`config.mk`:
```
export PLATFORM = sky130hd
export DESIGN_NAME = id_ex_pipe_stage
export DESIGN_NICKNAME = d
export VERILOG_FILES = /design/src/rtl/pipe_pkg.sv /design/src/rtl/pipe_skid_slot.sv /design/src/rtl/id_ex_pipe_stage.sv
export SDC_FILE = /design/constraint.sdc
export NUM_CORES = 1
export LEC_CHECK = 0
export CORE_ASPECT_RATIO = 0.8
export CORE_MARGIN = 2
export CORE_UTILIZATION = 35
export CTS_BUF_LIST = sky130_fd_sc_hd__clkbuf_2 sky130_fd_sc_hd__clkbuf_4 sky130_fd_sc_hd__clkbuf_8
export DETAILED_ROUTE_END_ITERATION = 12
export GPL_TIMING_DRIVEN = 0
export PLACE_DENSITY = 0.6
export SYNTH_ARGS = -nofsm -noshare
export SYNTH_HDL_FRONTEND = slang
export SYNTH_SLANG_ARGS = --single-unit
```
`constraint.sdc`:
```
create_clock -name clk -period 13.5 [get_ports clk]
set_clock_uncertainty 0.05 [all_clocks]
set_input_delay 1.35 -clock clk [delete_from_list [all_inputs] [get_ports clk]]
set_output_delay 1.35 -clock clk [all_outputs]
set_load 0.02 [all_outputs]
```
`src/rtl/pipe_pkg.sv`:
```
// ---------------------------------------------------------------------------
// pipe_pkg
// Shared definitions for the MIPS pipeline registers.
//   DEF_DATA_W / DEF_REG_ADDR_W / DEF_ALUOP_W : default field widths
//   CTRL_*                                    : bit positions inside the
//                                               packed control bundle
//   ctrl_w()                                  : control bundle width
// Control bundle layout (LSB first):
//   [0] RegDst  [1] ALUSrc  [2] MemRead  [3] MemWrite  [4] MemtoReg
//   [5] RegWrite  [6 +: ALUOP_W] ALUOp
// The six flags sit at fixed positions, so the layout does not depend on
// ALUOP_W.
// ---------------------------------------------------------------------------
package pipe_pkg;

   localparam int DEF_DATA_W     = 32;
   localparam int DEF_REG_ADDR_W = 5;
   localparam int DEF_ALUOP_W    = 4;

   localparam int CTRL_FLAG_N    = 6;
   localparam int CTRL_REGDST    = 0;
   localparam int CTRL_ALUSRC    = 1;
   localparam int CTRL_MEMREAD   = 2;
   localparam int CTRL_MEMWRITE  = 3;
   localparam int CTRL_MEMTOREG  = 4;
   localparam int CTRL_REGWRITE  = 5;
   localparam int CTRL_ALUOP_LSB = 6;

   function automatic int ctrl_w(input int aluop_w);
      return CTRL_FLAG_N + aluop_w;
   endfunction

endpackage

```
`src/rtl/pipe_skid_slot.sv`:
```
// ---------------------------------------------------------------------------
// pipe_skid_slot
// One valid bit plus a payload register.
//   clk_i, rst_i : clock, asynchronous active-high reset
//   load_i       : capture data_i and set valid
//   clear_i      : drop valid and zero the control field (top CTRL_W bits);
//                  has priority over load_i
//   data_i       : payload to capture
//   valid_o      : slot holds a live entry
//   data_o       : stored payload
// Clearing keeps the data field, only the control field is zeroed, so a
// dropped entry can never re-appear with live control bits.
// ---------------------------------------------------------------------------
module pipe_skid_slot #(
   parameter int W      = 8,
   parameter int CTRL_W = 1
) (
   input  logic         clk_i,
   input  logic         rst_i,
   input  logic         load_i,
   input  logic         clear_i,
   input  logic [W-1:0] data_i,
   output logic         valid_o,
   output logic [W-1:0] data_o
);

   logic         valid_q, valid_d;
   logic [W-1:0] data_q,  data_d;

   always_comb begin
      valid_d = valid_q;
      data_d  = data_q;
      if (clear_i) begin
         valid_d                  = 1'b0;
         data_d[W-1 -: CTRL_W]    = '0;
      end else if (load_i) begin
         valid_d = 1'b1;
         data_d  = data_i;
      end
   end

   always_ff @(posedge clk_i or posedge rst_i) begin
      if (rst_i) begin
         valid_q <= 1'b0;
         data_q  <= '0;
      end else begin
         valid_q <= valid_d;
         data_q  <= data_d;
      end
   end

   assign valid_o = valid_q;
   assign data_o  = data_q;

endmodule

```
`src/rtl/id_ex_pipe_stage.sv`:
```
// ---------------------------------------------------------------------------
// id_ex_pipe_stage
// ID/EX pipeline register with valid/ready handshake, 2-entry skid buffer
// and flush.
//   clk, rst                 : clock, asynchronous active-high reset
//   flush                    : kill main and skid entries, drop same-cycle input
//   in_valid / in_ready      : ID-side handshake
//   RegWrite..RegDst, ALUOp  : decode control inputs
//   PCplus4, ReadData1_in, ReadData2_in, SignExtendResult_in : data inputs
//   regAddress_in            : {rs, rt, rd}
//   out_valid / out_ready    : EX-side handshake
//   *Out / *_out, rsOut, rtOut, rdOut : registered fields of the main slot
//
// Handshake: a transfer happens on a rising edge where valid and ready are
// both high (accept = in_valid & in_ready, fire = out_valid & out_ready).
// valid must not depend on ready; in_ready depends only on registered state
// (it is low exactly when the skid slot is occupied), so ID never sees a
// combinational path from out_ready.
// ---------------------------------------------------------------------------
module id_ex_pipe_stage
   import pipe_pkg::*;
#(
   parameter int DATA_W     = DEF_DATA_W,
   parameter int REG_ADDR_W = DEF_REG_ADDR_W,
   parameter int ALUOP_W    = DEF_ALUOP_W
) (
   input  logic                    clk,
   input  logic                    rst,
   input  logic                    flush,
   input  logic                    in_valid,
   output logic                    in_ready,
   input  logic                    RegWrite,
   input  logic                    MemtoReg,
   input  logic                    MemWrite,
   input  logic                    MemRead,
   input  logic                    ALUSrc,
   input  logic                    RegDst,
   input  logic [ALUOP_W-1:0]      ALUOp,
   input  logic [DATA_W-1:0]       PCplus4,
   input  logic [DATA_W-1:0]       ReadData1_in,
   input  logic [DATA_W-1:0]       ReadData2_in,
   input  logic [DATA_W-1:0]       SignExtendResult_in,
   input  logic [3*REG_ADDR_W-1:0] regAddress_in,
   output logic                    out_valid,
   input  logic                    out_ready,
   output logic                    RegWriteOut,
   output logic                    MemtoRegOut,
   output logic                    MemWriteOut,
   output logic                    MemReadOut,
   output logic                    ALUSrcOut,
   output logic                    RegDstOut,
   output logic [ALUOP_W-1:0]      ALUOpOut,
   output logic [DATA_W-1:0]       PCplus4out,
   output logic [DATA_W-1:0]       ReadData1_out,
   output logic [DATA_W-1:0]       ReadData2_out,
   output logic [DATA_W-1:0]       SignExtendResult_out,
   output logic [REG_ADDR_W-1:0]   rsOut,
   output logic [REG_ADDR_W-1:0]   rtOut,
   output logic [REG_ADDR_W-1:0]   rdOut
);

   localparam int CTRL_W   = ctrl_w(ALUOP_W);
   localparam int OFF_ADDR = 0;
   localparam int OFF_IMM  = OFF_ADDR + 3*REG_ADDR_W;
   localparam int OFF_RD2  = OFF_IMM + DATA_W;
   localparam int OFF_RD1  = OFF_RD2 + DATA_W;
   localparam int OFF_PC   = OFF_RD1 + DATA_W;
   localparam int OFF_CTRL = OFF_PC + DATA_W;
   localparam int PAY_W    = OFF_CTRL + CTRL_W;

   logic [CTRL_W-1:0] in_ctrl, main_ctrl, out_ctrl;
   logic [PAY_W-1:0]  in_data, main_data, skid_data, main_src;
   logic              main_valid, skid_valid;
   logic              accept, fire, main_free;
   logic              main_load, main_clear, skid_load, skid_clear;

   always_comb begin
      in_ctrl                              = '0;
      in_ctrl[CTRL_REGDST]                 = RegDst;
      in_ctrl[CTRL_ALUSRC]                 = ALUSrc;
      in_ctrl[CTRL_MEMREAD]                = MemRead;
      in_ctrl[CTRL_MEMWRITE]               = MemWrite;
      in_ctrl[CTRL_MEMTOREG]               = MemtoReg;
      in_ctrl[CTRL_REGWRITE]               = RegWrite;
      in_ctrl[CTRL_ALUOP_LSB +: ALUOP_W]   = ALUOp;
   end

   assign in_data = {in_ctrl, PCplus4, ReadData1_in, ReadData2_in,
                     SignExtendResult_in, regAddress_in};

   assign in_ready  = ~skid_valid;
   assign accept    = in_valid & in_ready;
   assign fire      = main_valid & out_ready;
   // Main can take a new entry when it is empty or its entry leaves now.
   assign main_free = ~main_valid | fire;

   // Skid contents always go to main before any newer input.
   assign main_src   = skid_valid ? skid_data : in_data;
   assign main_load  = ~flush & main_free & (skid_valid | accept);
   assign main_clear = flush | (main_free & ~skid_valid & ~accept);
   // Skid only fills when main is stuck; in_ready is low whenever it is full.
   assign skid_load  = ~flush & main_valid & ~fire & accept;
   assign skid_clear = flush | main_free;

   pipe_skid_slot #(.W(PAY_W), .CTRL_W(CTRL_W)) u_main (
      .clk_i   (clk),
      .rst_i   (rst),
      .load_i  (main_load),
      .clear_i (main_clear),
      .data_i  (main_src),
      .valid_o (main_valid),
      .data_o  (main_data)
   );

   pipe_skid_slot #(.W(PAY_W), .CTRL_W(CTRL_W)) u_skid (
      .clk_i   (clk),
      .rst_i   (rst),
      .load_i  (skid_load),
      .clear_i (skid_clear),
      .data_i  (in_data),
      .valid_o (skid_valid),
      .data_o  (skid_data)
   );

   assign out_valid = main_valid;

   // Bubbles present all-zero control to EX; data fields are left visible.
   assign main_ctrl = main_data[OFF_CTRL +: CTRL_W];
   assign out_ctrl  = main_ctrl & {CTRL_W{main_valid}};

   assign RegDstOut   = out_ctrl[CTRL_REGDST];
   assign ALUSrcOut   = out_ctrl[CTRL_ALUSRC];
   assign MemReadOut  = out_ctrl[CTRL_MEMREAD];
   assign MemWriteOut = out_ctrl[CTRL_MEMWRITE];
   assign MemtoRegOut = out_ctrl[CTRL_MEMTOREG];
   assign RegWriteOut = out_ctrl[CTRL_REGWRITE];
   assign ALUOpOut    = out_ctrl[CTRL_ALUOP_LSB +: ALUOP_W];

   assign PCplus4out           = main_data[OFF_PC  +: DATA_W];
   assign ReadData1_out        = main_data[OFF_RD1 +: DATA_W];
   assign ReadData2_out        = main_data[OFF_RD2 +: DATA_W];
   assign SignExtendResult_out = main_data[OFF_IMM +: DATA_W];
   assign rsOut = main_data[OFF_ADDR + 2*REG_ADDR_W +: REG_ADDR_W];
   assign rtOut = main_data[OFF_ADDR + REG_ADDR_W   +: REG_ADDR_W];
   assign rdOut = main_data[OFF_ADDR                +: REG_ADDR_W];

endmodule

```
==> key figures, run 1 <==
Critical path
  • Slack of the worst reg-to-reg path: between 10 and 15 ns
  • Worst-path cell chain: clkbuf_1 -> and2_1 -> clkdlybuf4s50_1
  • Data required, critical path: 12.10 ns
  • Crit path largest cell delay: 0.61 ns
  • Maximum fanout count along the critical path: 10
  • Element type at the critical path start: flip-flop
  • Category of the critical setup timing path: reg2out
  • Slowest CP cell: clkdlybuf4s50_1
  • Critical Path AT: 2.08 ns
  • Endpoint type of the worst setup path: primary output

Place
  • Placed cell area: ~0.018 sq mm
  • Placed wire-length estimate after detailed placement: 23.5 mm
  • Global placer's final weighted congestion: a little under 0.8
  • Number of port buffers: around 310

Routing
  • Detail Route Antenna Nets: 0
  • Router iterations before antenna repair: 6
  • Initial DRC count: 279
  • Post-detailed-routing wire length: ~34 mm
  • DRC violation count after routing: 0
  • DR vias: 8,779
  • Post-DR wirelength/cell: 17.6 microns
  • Number of vias per cell: around 4.5

Final layout
  • Area growth, synth to finish: 34.8%
  • Number of nets in the layout: 1,520
  • Most common cell after layout, fill and taps aside: mux2_2
  • Post-layout instance area: 0.0196 sq mm
  • Share of cells above drive strength 1: 50.5%
  • Fill count: 3,694
  • Share of the core filled with cells: 48.0%
  • Highest-count cells in the layout ignoring fill and taps: 363 x mux2_2, 312 x clkdlybuf4s50_1, 308 x dfrtp_1, 147 x buf_4, 69 x clkbuf_8

Min path
  • Hold/Removal Path Class: reg2reg

Clocking
  • Clock tree from TritonCTS: done
  • Cell at the root of the clock tree: clkbuf_8
  • Bufs on Longest Clock Path: 3
  • # Post-CTS Setup Buffers: 0
  • Insertion delay of the later-clocked pin in the worst-skew pair: 0.60 ns
  • TritonCTS Sinks: 308
  • Cts-stage hold buffer count: 0
  • TritonCTS buffer count: 52
  • CTS clk-pin slew, worst paths: 0.06 ns
  • H-tree levels: 2
  • Number of resized instances in the post-cts repair step: 0

Floorplan
  • Number of placed I/O pins: roughly 310
  • Vert. Die Dim: 186 microns
  • Die area: 0.0433 sq mm
  • Number of rows in the core area: 66
  • Core footprint: 0.0409 sq mm
  • Initial standard-cell utilization of the core: around 36%
  • Horiz. Die Dim: 232 microns

Status
  • Result of the run: completed

STA
  • Final Hold Slack: 0.430 ns
  • Pin slew with the least headroom to its limit: 0.763 ns
  • Number of hold-slack violations in the final timing report: 0
  • Maximum clock frequency: 0.288 GHz
  • Final period util: 25.8%
  • Setup-violating endpoint count in the final report: 0
  • Relative slew margins: 49.0%
  • RSZ-0062 raised after global routing: no
  • Setup total negative slack: 0 ns
  • Total count of max-transition violations in the final report: 0
  • Time the worst path needs with I/O delays and setup: 3.48 ns

Flow run
  • Number of max-cap violations: 0

GRT
  • Total routing resource utilization after global routing: 15.8%
  • First-pass GRT wire length: 54.0 mm
  • Grt ovf: 0
  • Number of antenna violations at the first check in global routing: 6
  • Largest net degree at the start of global routing: approximately 120
  • Vias in the first global route: around 9,500

Synthesis
  • Number of synthesized register bits: 308
  • Post-synthesis instance area: 0.0146 sq mm
  • Average instance area after synthesis: 14.7 sq um
  • Ys Warns: 0
  • Number of instances in the synthesized netlist: about 1,000
  • Seq/Total Area, Yosys: between 50% and 60%
  • Distinct cells, synth: 25
  • Post-synth net total: 1,152

Power and ir drop
  • Pwr dens: 147 mW/mm^2
  • IR Drop Worst-Case VDD: 0.0894 mV
  • Leakage power: 8.45 nW
## where the power goes
group | switching, mW | internal, mW | total [mW]
logic | 0.282 | 0.473 | 0.755
registers | 0.0935 | 1.12 | 1.21
clock network | 0.391 | 0.539 | 0.930
## synth_stat cells
| master | instances | area share, % |
|---|---|---|
| a21boi_1 | 1 | 0.052 |
| a21oi_1 | 1 | 0.034 |
| a22o_1 | 10 | 0.60 |
| and2_1 | 10 | 0.43 |
| and3_1 | 1 | 0.043 |
| buf_1 | 6 | 0.15 |
| buf_2 | 29 | 1.0 |
| buf_4 | 147 | 7.6 |
| buf_6 | 8 | 0.62 |
| clkbuf_1 | 5 | 0.13 |
| dfrtp_1 | 308 | 53 |
| inv_1 | 2 | 0.052 |
| mux2_1 | 6 | 0.46 |
| mux2_2 | 363 | 28 |
| mux2_4 | 60 | 6.2 |
| mux2i_1 | 10 | 0.69 |
| nand2_1 | 10 | 0.26 |
| nand2b_1 | 1 | 0.043 |
| nor2_1 | 1 | 0.026 |
| nor2b_1 | 1 | 0.043 |
| nor3_1 | 1 | 0.034 |
| nor3_4 | 1 | 0.11 |
| nor3b_2 | 1 | 0.086 |
| o21ai_0 | 10 | 0.34 |
| or3_1 | 1 | 0.043 |
## state kept, by name (all words and copies together), names as in the netlist
signal          cells
u_main.data_o     153
u_main.valid_o      1
u_skid.data_o     153
u_skid.valid_o      1
## layer usage
| metal | GRT usage [%] | wire length, microns |
|---|---|---|
| met3 | 4.81 | 2190 |
| met2 | 25.1 | 16000 |
| met4 | 4.66 | 722 |
| met5 | 0 | 11 |
| met1 | 20.8 | 15400 |
## cell type report
type	instances	area, sq um	share of cell area (%)
clock inverter	12	115	0.586
multi-input combinational	489	5470	27.9
sequential	308	7710	39.3
clock buffer	85	1070	5.45
antenna	5	12.5	0.0637
timing repair buffer	314	3180	16.2
tap	544	681	3.47
buffer	195	1380	7.03
inverter	2	15.0	0.0765
## critical path: cells and delay by family, from the launching register on
kind,cells,cell delay [ns]
simple gates,1,0.19
flops,1,0.42
buf+inv,2,0.87
## kinds of logic (layout without fill, tap and decap cells)
family / after synthesis / in the layout / share of synthesized area (%)
compound gates: 22 / 22 / 1.03
buf+inv: 197 / 608 / 9.53
flops: 308 / 308 / 52.9
mux: 439 / 439 / 35.4
other cells: 0 / 5 / 0
simple gates: 28 / 28 / 1.12
## through the flow
| step | cells | total power, mW | worst slack (ns) |
|---|---|---|---|
| after CTS | 1949 | 2.95 | 9.94 |
| after global placement | 1850 | 1.97 | -1.11 |
| after global routing | 1952 | 3.05 | 9.90 |
| final | 1954 | 2.89 | 10.02 |
| after detailed placement | 1852 | 1.99 | 9.67 |
| after floorplan | 994 | 1.69 | 3.58 |
## worst paths after layout
| kind | start | to | cells after the start |
|---|---|---|---|
| max | u_main.valid_o | MemReadOut | 3 |
| min | u_main.data_o[150] | u_main.data_o[150] | 2 |
| max reg2reg | u_main.valid_o | u_main.data_o[2] | 5 |
| min reg2reg | u_main.data_o[150] | u_main.data_o[150] | 2 |
| max in group asynchronous | rst | u_main.data_o[12] | 3 |
| min in group asynchronous | rst | u_skid.data_o[55] | 2 |
Note: power is estimated with default switching activity, not from simulation.
==> run 2: changes to the inputs <==
--- a/config.mk
+++ b/config.mk
@@ -11,7 +11,7 @@
 export CTS_BUF_LIST = sky130_fd_sc_hd__clkbuf_2 sky130_fd_sc_hd__clkbuf_4 sky130_fd_sc_hd__clkbuf_8
 export DETAILED_ROUTE_END_ITERATION = 12
 export GPL_TIMING_DRIVEN = 0
-export PLACE_DENSITY = 0.6
+export PLACE_DENSITY = 0.62
 export SYNTH_ARGS = -nofsm -noshare
 export SYNTH_HDL_FRONTEND = slang
 export SYNTH_SLANG_ARGS = --single-unit
==> constraint.sdc (replaced) <==
create_clock -name clk -period 2.89 [get_ports clk]
set_clock_uncertainty 0.05 [all_clocks]
set_input_delay 0.289 -clock clk [delete_from_list [all_inputs] [get_ports clk]]
set_output_delay 0.289 -clock clk [all_outputs]
set_load 0.02 [all_outputs]
==> key figures, run 2 (synthesis gave the netlist of run 1 again) <==
Status
  • Result of the run: completed

Floorplan
  • Horiz. Die Dim: 232 microns (unchanged)
  • Core footprint: 0.0409 sq mm (unchanged)
  • Initial standard-cell utilization of the core: 35.6% (unchanged)
  • Die area: 0.0433 sq mm (unchanged)
  • Number of placed I/O pins: 313 (unchanged)
  • Vert. Die Dim: 186 microns (unchanged)
  • Number of rows in the core area: 66 (unchanged)

Power and ir drop
  • Pwr dens: 676 mW/mm^2 (+360%)
  • IR Drop Worst-Case VDD: 0.309 mV (+250%)
  • Switching share of power: 26.7% (+0.21 points)
  • Part of the total power dissipated in combinational logic: 26.7% (+0.6 points)
  • Reg power frac: 42.6% (+0.8 points)
  • Leakage power: 8.46 nW (+0.13%)
  • Clock network fraction of design power: 30.8% (-1.3 points)
  • Switching power total: 3.54 mW (+360%)
  • Internal Dissipation: 9.74 mW (+360%)

Final layout
  • Share of the core filled with cells: 48.1% (+0.067 points)
  • Flip-flop and latch area: 0.00771 sq mm (unchanged)
  • Number of nets in the layout: 1,527 (+0.46%)
  • Highest-count cells in the layout ignoring fill and taps: 363 x mux2_2, 312 x clkdlybuf4s50_1, 308 x dfrtp_1, 147 x buf_4, 61 x clkbuf_8
  • Fill count: 3,675 (-0.51%)
  • Multi-input logic area: 0.00547 sq mm (unchanged)
  • Area growth, synth to finish: 35.0%
  • Most common cell after layout, fill and taps aside: mux2_2
  • Share of cells above drive strength 1: 50.5% (about the same)

Critical path
  • Data required, critical path: 2.55 ns (-9.55 ns)
  • Maximum fanout count along the critical path: 10 (unchanged)
  • Category of the critical setup timing path: reg2out
  • Slack of the worst reg-to-reg path: 0.51 ns (-10.63 ns)
  • Critical Path AT: 2.05 ns (-0.03 ns)
  • Endpoint type of the worst setup path: primary output
  • Element type at the critical path start: flip-flop

GRT
  • Vias in the first global route: 9,556 (+0.84%)
  • Grt ovf: 0 (unchanged)
  • Number of antenna violations at the first check in global routing: 5 (-1)
  • Total routing resource utilization after global routing: 15.8% (-0.074 points)
  • First-pass GRT wire length: 53.9 mm (-0.16%)
  • Largest net degree at the start of global routing: 42 (-64%)

STA
  • RSZ-0062 raised after global routing: no
  • Time the worst path needs with I/O delays and setup: between 2 and 2.5 ns
  • Final period util: a little over 80%
  • Number of hold-slack violations in the final timing report: 0 (unchanged)
  • Minimum setup slack in the final design: 0.501 ns (-9.52 ns)
  • Setup total negative slack: 0 ns (unchanged)
  • Setup-violating endpoint count in the final report: 0 (unchanged)
  • Pin slew with the least headroom to its limit: 0.722 ns (-0.0409 ns)
  • Total count of max-transition violations in the final report: 0 (unchanged)
  • Maximum clock frequency: between 0.4 and 0.5 GHz
  • Relative slew margins: 51.8% (+2.7 points)

Routing
  • Router iterations before antenna repair: 4 (-2)
  • Post-detailed-routing wire length: 34.1 mm (-0.66%)
  • Post-DR wirelength/cell: 17.4 microns (-0.76%)
  • DR vias: 8,799 (+0.23%)
  • Detail Route Antenna Nets: 0 (unchanged)
  • DRC violation count after routing: 0 (unchanged)
  • Number of vias per cell: 4.50 (+0.13%)
  • Initial DRC count: 219 (-22%)

Clocking
  • H-tree levels: 2 (unchanged)
  • Clock tree from TritonCTS: done
  • Insertion delay of the later-clocked pin in the worst-skew pair: 0.59 ns (about the same)
  • TritonCTS buffer count: 51 (-1.9%)
  • TritonCTS Sinks: 308 (unchanged)
  • Bufs on Longest Clock Path: 3 (unchanged)
  • CTS clk-pin slew, worst paths: 0.06 ns (about the same)
  • Cell at the root of the clock tree: clkbuf_8
  • # Post-CTS Setup Buffers: 0 (unchanged)

Place
  • Number of port buffers: 312 (unchanged)
  • Post-placement worst setup slack: 0.0863 ns (-9.59 ns)
  • Global placer's final weighted congestion: 0.760 (-1.8%)
  • Placed wire-length estimate after detailed placement: 23.9 mm (+1.6%)

Flow run
  • Number of max-cap violations: 0 (unchanged)

Min path
  • Hold/Removal Path Class: in2reg
run 2: worst paths after layout:
kind,endpoint,depth (start not counted),start
worst max-delay path,MemReadOut,3,u_main.valid_o
worst min-delay path,u_skid.data_o[100],2,ReadData1_in[21]
worst max register to register,u_main.data_o[141],5,u_main.valid_o
worst min register to register,u_main.data_o[146],2,u_main.data_o[146]
max in group asynchronous,u_main.data_o[119],7,rst
min in group asynchronous,u_skid.data_o[58],3,rst
run 2: power by group through the flow:
stage               Clock, mW  Sequential, mW  Combinational [mW]
finish                   4.09            5.65                3.54
global route             4.45            5.77                3.79
CTS                      4.26            5.66                3.60
detailed placement          0            5.72                3.58
global placement            0            5.69                3.51
floorplan                   0            5.60                2.30
run 2: layer usage:
| metal | vias to the layer above | share of wire (%) | track usage (%) |
|---|---|---|---|
| li1 | 4114 | - | - |
| met1 | 4427 | 46 | 21.2 |
| met2 | 203 | 46 | 24.9 |
| met3 | 55 | 5.9 | 4.25 |
| met4 | 0 | 2.0 | 4.54 |
| met5 | - | 0 | 0 |
run 2: final cells by class:
cell class	instances	area share (%)
Clock inverter	8	0.363
Timing Repair Buffer	322	16.9
Buffer	195	7.02
Inverter	2	0.0573
Multi-Input combinational cell	489	27.8
Clock buffer	84	5.15
Antenna cell	4	0.0509
Sequential cell	308	39.2
Tap cell	544	3.46
run 2: critical path: stages (launching register included):
cell and delay (ns):
dfrtp_1 0.43, clkbuf_1 0.26, and2_1 0.17, clkdlybuf4s50_1 0.61
run 2: metrics by stage:
stage	instance area, sq um	cells	power (mW)	hold WS [ns]
final	19700	1956	13.3	0.281
after global routing	19700	1955	14.0	0.245
after CTS	19600	1952	13.5	0.219
after detailed placement	18600	1859	9.31	0.416
after global placement	18400	1850	9.21	0.417
after floorplan	14600	994	7.90	0.302
run 2: repair_timing:
| action | 4_1_cts | 5_1_grt |
|---|---|---|
| hold buffers | 1 | 0 |
| endpoints found under the hold margin | 6 | 0 |
| endpoints found under the setup margin | 0 | 0 |
| resized for setup | 0 | 0 |
